--- config.mk ---
export PLATFORM = sky130hd
export DESIGN_NAME = risc_v_mike_fetch_unit
export DESIGN_NICKNAME = d
export VERILOG_FILES = /design/src/rtl/risc_v_mike_pkg.sv /design/src/rtl/risc_v_mike_fetch_fifo.sv /design/src/rtl/risc_v_mike_fetch_unit.sv
export SDC_FILE = /design/constraint.sdc
export NUM_CORES = 1
export LEC_CHECK = 0
export ABC_AREA = 1
export CAP_MARGIN = 20
export CORE_ASPECT_RATIO = 1.2
export CORE_MARGIN = 1
export CORE_UTILIZATION = 35
export DETAILED_ROUTE_END_ITERATION = 7
export GPL_ROUTABILITY_DRIVEN = 0
export PLACE_DENSITY = 0.58
export SETUP_SLACK_MARGIN = 0.3
export SLEW_MARGIN = 15
export SYNTH_ARGS = -nofsm -noshare
export SYNTH_HDL_FRONTEND = slang
export SYNTH_SLANG_ARGS = --single-unit
export TNS_END_PERCENT = 100
--- constraint.sdc ---
create_clock -name clk -period 12.68 [get_ports clk]
set_input_delay 2.536 -clock clk [delete_from_list [all_inputs] [get_ports clk]]
set_output_delay 2.536 -clock clk [all_outputs]
set_load 0.01 [all_outputs]
--- src/rtl/risc_v_mike_pkg.sv ---
// Shared types and constants for the risc_v_mike instruction fetch path.
package risc_v_mike_pkg;

  localparam int INSTR_32_W = 32;

  typedef logic [31:0] t_pc_addr;

  // Largest supported instruction buffer; sizes every fetch counter.
  localparam int FETCH_FIFO_DEPTH_MAX = 8;
  localparam int FETCH_CNT_W          = $clog2(FETCH_FIFO_DEPTH_MAX) + 1;

  typedef enum logic [1:0] {
    IDLE  = 2'd0,
    FETCH = 2'd1,
    DRAIN = 2'd2
  } t_fetch_state;

  // Instruction addresses are word aligned; the two low bits are dropped.
  function automatic t_pc_addr pc_word_align(input t_pc_addr a);
    return a & ~t_pc_addr'(32'h3);
  endfunction

endpackage

--- src/rtl/risc_v_mike_fetch_fifo.sv ---
// Small synchronous FIFO used for the instruction buffer and the PC tag queue.
// Push while full is accepted only together with a pop; flush empties it.
module risc_v_mike_fetch_fifo
  import risc_v_mike_pkg::*;
#(
  parameter int DEPTH = 2,
  parameter int WIDTH = 64
)(
  input  logic                   i_clk,
  input  logic                   i_rst_n,
  input  logic                   i_flush,
  input  logic                   i_push,
  input  logic [WIDTH-1:0]       i_push_data,
  input  logic                   i_pop,
  output logic [WIDTH-1:0]       o_head_data,
  output logic                   o_full,
  output logic                   o_empty,
  output logic [FETCH_CNT_W-1:0] o_count
);

  localparam int AW = (DEPTH > 1) ? $clog2(DEPTH) : 1;

  logic [WIDTH-1:0]       r_mem [DEPTH];
  logic [AW-1:0]          r_wr_ptr;
  logic [AW-1:0]          r_rd_ptr;
  logic [FETCH_CNT_W-1:0] r_count;
  logic                   w_full;
  logic                   w_empty;
  logic                   w_do_push;
  logic                   w_do_pop;

  assign w_full    = (r_count == FETCH_CNT_W'(DEPTH));
  assign w_empty   = (r_count == '0);
  assign w_do_push = i_push && (!w_full || i_pop);
  assign w_do_pop  = i_pop && !w_empty;

  // Pointer and occupancy bookkeeping; DEPTH is a power of two so pointers wrap naturally.
  always_ff @(posedge i_clk or negedge i_rst_n) begin
    if (!i_rst_n) begin
      r_wr_ptr <= '0;
      r_rd_ptr <= '0;
      r_count  <= '0;
    end else if (i_flush) begin
      r_wr_ptr <= '0;
      r_rd_ptr <= '0;
      r_count  <= '0;
    end else begin
      if (w_do_push) r_wr_ptr <= r_wr_ptr + 1'b1;
      if (w_do_pop)  r_rd_ptr <= r_rd_ptr + 1'b1;
      case ({w_do_push, w_do_pop})
        2'b10:   r_count <= r_count + 1'b1;
        2'b01:   r_count <= r_count - 1'b1;
        default: r_count <= r_count;
      endcase
    end
  end

  // Storage write; entries carry no reset, the empty flag masks stale contents.
  always_ff @(posedge i_clk) begin
    if (w_do_push && !i_flush) r_mem[r_wr_ptr] <= i_push_data;
  end

  assign o_head_data = w_empty ? '0 : r_mem[r_rd_ptr];
  assign o_full      = w_full;
  assign o_empty     = w_empty;
  assign o_count     = r_count;

endmodule

--- src/rtl/risc_v_mike_fetch_unit.sv ---
// Instruction fetch unit: issues sequential word reads, buffers returned
// instructions with their PCs, and handles redirects by flushing and
// discarding responses of requests issued before the redirect.
// Optional feature macro: RISC_V_MIKE_FETCH_MISALIGN_EN adds the sticky
// fetch_misaligned output and blocks fetching after a misaligned redirect.
module risc_v_mike_fetch_unit
  import risc_v_mike_pkg::*;
#(
  parameter logic [31:0] RESET_PC   = 32'h0000_0000,
  parameter int          FIFO_DEPTH = 2
)(
  input  logic        clk,
  input  logic        rst,
  input  logic        redirect_valid,
  input  logic [31:0] redirect_pc,
  output logic        imem_req_valid,
  output logic [31:0] imem_req_addr,
  input  logic        imem_req_ready,
  input  logic        imem_rsp_valid,
  input  logic [31:0] imem_rsp_data,
  output logic        instr_valid,
  output logic [31:0] instr,
  output logic [31:0] instr_pc,
  input  logic        instr_ready
`ifdef RISC_V_MIKE_FETCH_MISALIGN_EN
  ,
  output logic        fetch_misaligned
`endif
);

  localparam int            CW      = FETCH_CNT_W;
  localparam logic [CW-1:0] DEPTH_C = CW'(FIFO_DEPTH);

  t_fetch_state                r_state;
  t_pc_addr                    r_fetch_pc;
  logic [CW-1:0]               r_outstanding;
  logic [CW-1:0]               r_stale;

  logic [CW-1:0]               w_fifo_count;
  logic [CW-1:0]               w_tag_count;
  logic                        w_fifo_full;
  logic                        w_fifo_empty;
  logic                        w_tag_full;
  logic                        w_tag_empty;
  logic [INSTR_32_W+31:0]      w_fifo_head;
  t_pc_addr                    w_tag_head;
  t_pc_addr                    w_redirect_target;
  logic                        w_room;
  logic                        w_req_valid;
  logic                        w_req_fire;
  logic                        w_rsp_in_flight;
  logic                        w_rsp_accept;
  logic                        w_rsp_stale_drop;
  logic                        w_instr_pop;
  logic                        w_fetch_block;
  logic [CW-1:0]               w_redirect_stale;
  logic [CW-1:0]               w_stale_after;
  logic                        w_unused_flags;

  assign w_redirect_target = pc_word_align(redirect_pc);

`ifdef RISC_V_MIKE_FETCH_MISALIGN_EN
  logic r_misaligned;

  // Sticky misalignment flag, re-evaluated on every redirect.
  always_ff @(posedge clk or negedge rst) begin
    if (!rst)                r_misaligned <= 1'b0;
    else if (redirect_valid) r_misaligned <= |redirect_pc[1:0];
  end

  assign w_fetch_block    = r_misaligned;
  assign fetch_misaligned = r_misaligned;
`else
  assign w_fetch_block = 1'b0;
`endif

  // Requests in flight plus buffered instructions never exceed the buffer size,
  // so every accepted response is guaranteed a free FIFO slot.
  assign w_room           = (r_outstanding + w_fifo_count) < DEPTH_C;
  assign w_req_valid      = (r_state == FETCH) && w_room && !redirect_valid && !w_fetch_block;
  assign w_req_fire       = w_req_valid && imem_req_ready;
  // A response with nothing in flight belongs to a request abandoned by reset.
  assign w_rsp_in_flight  = imem_rsp_valid && ((r_stale != '0) || (r_outstanding != '0));
  assign w_rsp_accept     = imem_rsp_valid && !redirect_valid && (r_stale == '0) && (r_outstanding != '0);
  assign w_rsp_stale_drop = imem_rsp_valid && !redirect_valid && (r_stale != '0);
  assign w_redirect_stale = r_stale + r_outstanding + CW'(w_req_fire) - CW'(w_rsp_in_flight);
  assign w_stale_after    = r_stale - CW'(w_rsp_stale_drop);
  assign w_instr_pop      = instr_valid && instr_ready;

  // Fetch FSM with PC, outstanding and stale counters.
  always_ff @(posedge clk or negedge rst) begin
    if (!rst) begin
      r_state       <= IDLE;
      r_fetch_pc    <= RESET_PC;
      r_outstanding <= '0;
      r_stale       <= '0;
    end else if (redirect_valid) begin
      r_fetch_pc    <= w_redirect_target;
      r_outstanding <= '0;
      r_stale       <= w_redirect_stale;
      r_state       <= (w_redirect_stale != '0) ? DRAIN : FETCH;
    end else begin
      if (w_req_fire) r_fetch_pc <= r_fetch_pc + 32'd4;
      r_outstanding <= r_outstanding + CW'(w_req_fire) - CW'(w_rsp_accept);
      r_stale       <= w_stale_after;
      case (r_state)
        IDLE:    r_state <= FETCH;
        DRAIN:   if (w_stale_after == '0) r_state <= FETCH;
        default: r_state <= r_state;
      endcase
    end
  end

  // Instruction buffer: {instruction word, PC}; redirect flush follows any same-cycle pop.
  risc_v_mike_fetch_fifo #(
    .DEPTH (FIFO_DEPTH),
    .WIDTH (INSTR_32_W + 32)
  ) u_instr_fifo (
    .i_clk       (clk),
    .i_rst_n     (rst),
    .i_flush     (redirect_valid),
    .i_push      (w_rsp_accept),
    .i_push_data ({imem_rsp_data, w_tag_head}),
    .i_pop       (w_instr_pop),
    .o_head_data (w_fifo_head),
    .o_full      (w_fifo_full),
    .o_empty     (w_fifo_empty),
    .o_count     (w_fifo_count)
  );

  // PC tag queue for live requests; stale responses never consult it.
  risc_v_mike_fetch_fifo #(
    .DEPTH (FIFO_DEPTH),
    .WIDTH (32)
  ) u_tag_fifo (
    .i_clk       (clk),
    .i_rst_n     (rst),
    .i_flush     (redirect_valid),
    .i_push      (w_req_fire),
    .i_push_data (r_fetch_pc),
    .i_pop       (w_rsp_accept),
    .o_head_data (w_tag_head),
    .o_full      (w_tag_full),
    .o_empty     (w_tag_empty),
    .o_count     (w_tag_count)
  );

  assign w_unused_flags = ^{w_fifo_full, w_tag_full, w_tag_empty, w_tag_count};

  assign imem_req_valid = w_req_valid;
  assign imem_req_addr  = r_fetch_pc;
  assign instr_valid    = !w_fifo_empty;
  assign instr          = w_fifo_head[INSTR_32_W+31:32];
  assign instr_pc       = w_fifo_head[31:0];

endmodule

==> flow_summary.toml <==
[sta]
period_share_pct = 53.8
tns_ns = 0
period_needed_ns = 6.83
hold_violations = 0
setup_viol = 0
rsz0062_at_grt = "false"
slew_headroom_pct = 35.0
max_freq_mhz = 147
drv_slew = 0
worstMarginPinSlew_ns = 0.974
finalClockSkew_ns = 0.0115

[yosys]
yosys-top-cells-area = "edfxtp_1, nand2_1, dfrtp_1"
synth_top_cell_by_area = "edfxtp_1"
syn_area_per_cell_um2 = 9.68
synth_warnings = 0
synth_cells = 1156
yosysMostFrequentCell = "nand2_1"
synthFlopType = "edfxtp_1"
ys_top_cells_by_count = "nand2_1, edfxtp_1, inv_1"
synth-seq-cells = 238
synthArstFlopShare_pct = 21.8
synth-edff-count = 186
yosysSeqAreaShare_pct = 61.6
synth_top_area_share_pct = 49.9
synth_cell_type_count = 47
netlist_area_um2 = 11200

[clock_tree]
root_buffer = "clkbuf_16"
clk_pin_slew_worst_paths_ns = 0.06
ctsHoldBuffers = 0
cts_setup_buffers = 0
clock_sinks = 238
cts_resized = 0
clk_path_buf_depth = 3
clk_latency_ns = 0.52
htree_levels = 1
cts_tree = "yes"
cts_made_buffers = 26

[routing]
vias_per_cell = 4.52
drcViolationCount = 0
firstDrtPassIters = 5
drt_iter0_markers = 495
via_count = 7843
wl_um = 24400
ant_nets = 0
wire_per_inst_um = 14.0

[pwr]
leakage_uw = 0.00634
seqPwrFrac_pct = 38.5
p_sw_share_pct = 30.8
power.share.combinational_pct = 30.0
clkPwrFrac_pct = 31.5
power_density_nw_per_um2 = 174
intPower_uw = 1700
irDropWorstVdd_mv = 0.109
switchingPower_uw = 755

[setup_path]
cp-start-kind = "input pin"
reg2reg_depth = 13
path_class = "input pin to output port"
cp.required_ns = 10.14
arrival_ns = 4.29
endpoint_kind = "output port"
critPathMaxFanout = 40

[outcome]
status = "completed"

[global_route]
grt-busiest-layer = "met2"
gr-usage-all-layers_pct = 15.3
grt_use_met1_pct = 18.9
grt_use_met3_pct = 2.26
grt_pass1_wl_um = 39500
antenna_found_initial = 0
met2_usage_pct = 27.1
grt.overflow.total = 0
grt_pass1_vias = 7850
grt_max_degree = 66

[die]
core-area_um2 = 31400
fp.dieH_um = 198
ios = 168
rows = 71
dieArea_um2 = 32700
die_x_um = 165
initial_core_util_pct = 35.7

[placed_design]
dpl.hpwl_um = 15700
io_buffer_count = 163
place_area_um2 = 13200

[final_layout]
fin_nets = 1409
design_area_um2 = 14100
syn2layout_area_growth_pct = 26.3
diodes = 0
drive_gt1_share_pct = 7.12

[flow_run]
cap_violations = 0

[hold_path]
hold_path.class = "flip-flop to flip-flop"
hold_depth = 2
## per-stage QoR
step	hold WS, ns	utilization [%]	instances	setup WS (ns)	power [uW]
final	0.479	45.0	1736	5.85	2450
after global routing	0.524	45.0	1736	5.69	2600
after CTS	0.484	45.0	1736	5.84	2490
after detailed placement	0.468	42.2	1688	5.84	1710
after global placement	0.467	42.2	1688	5.85	1700
after floorplan	0.449	-	1159	6.50	1370
## path summary, 6_finish.rpt
path / startpoint / endpoint / slack (ns)
max in group asynchronous: rst / u_instr_fifo.r_rd_ptr / 9.98
min in group asynchronous: rst / imem_req_addr[28] / 2.14
hold reg to reg: r_state[1] / r_state[1] / 0.48
setup reg to reg: r_outstanding[1] / r_state[1] / 9.13
hold / removal: r_state[1] / r_state[1] / 0.48
setup / recovery: redirect_valid / imem_req_valid / 5.85
## power by group through the flow
| stage | Clock, uW | Sequential, uW | Combinational [uW] |
|---|---|---|---|
| CTS | 791 | 943 | 755 |
| global route | 821 | 949 | 835 |
| floorplan | 0 | 950 | 415 |
| global placement | 0 | 958 | 744 |
| finish | 772 | 943 | 736 |
| detailed placement | 0 | 959 | 751 |
## per-layer routing
metal / vias to the layer above / routed length [um]
li1: 3985 / -
met1: 3639 / 10600
met2: 182 / 12200
met3: 37 / 1160
met4: 0 / 457
met5: - / 0
## layout by cell type (no fill, tap or decap), types with 6 or more instances in the layout
cell,n
o21ai_0,11
nor2_4,6
dfrtp_1,51
xor2_1,19
nor2_1,22
buf_4,10
clkbuf_1,7
o221ai_1,6
edfxtp_1,186
o21ai_1,8
clkdlybuf4s50_1,162
xnor2_1,11
o211ai_1,10
a21oi_1,13
nand3_1,25
inv_1,152
nor3_1,6
clkbuf_16,27
nand2_1,493
inv_2,10
ha_1,19
nand4_1,7
## area by class of cell
cell class              count  area, um2
well taps                 401        502
multi-input cells         713       3530
clock buffers              37        743
flip-flops and latches    238       6890
fillers                  3013      17200
clock inverters            11        143
inverters                 163        612
repair buffers            173       1700
## kinds of logic (layout without fill, tap and decap cells)
logic type      count (synthesis)  count (layout)  synth area share [%]
compound gates                 69              69                  4.02
simple gates                  586             586                  21.8
buf+inv                       208             384                  7.17
other cells                     1               4                0.0335
flops                         238             238                  61.6
fa+ha+maj                      24              24                  3.02
xor+xnor                       30              30                  2.35
## sequential cells by signal (all words and copies together) (netlist names), 2 cells and up
name / count
u_tag_fifo.r_mem: 60
u_instr_fifo.r_mem: 126
r_state: 2
r_outstanding: 4
r_stale: 4
u_instr_fifo.o_count: 4
u_tag_fifo.o_count: 4
imem_req_addr: 30
## worst max-delay path, stage by stage
cell and delay, ns:
clkdlybuf4s50_1 0.39, buf_4 0.26, nor2_1 0.19, nand2_1 0.08, nor2_2 0.17, nand2_1 0.08
inv_1 0.05, clkdlybuf4s50_1 0.53
No activity file was read; power rests on OpenSTA's default activity.
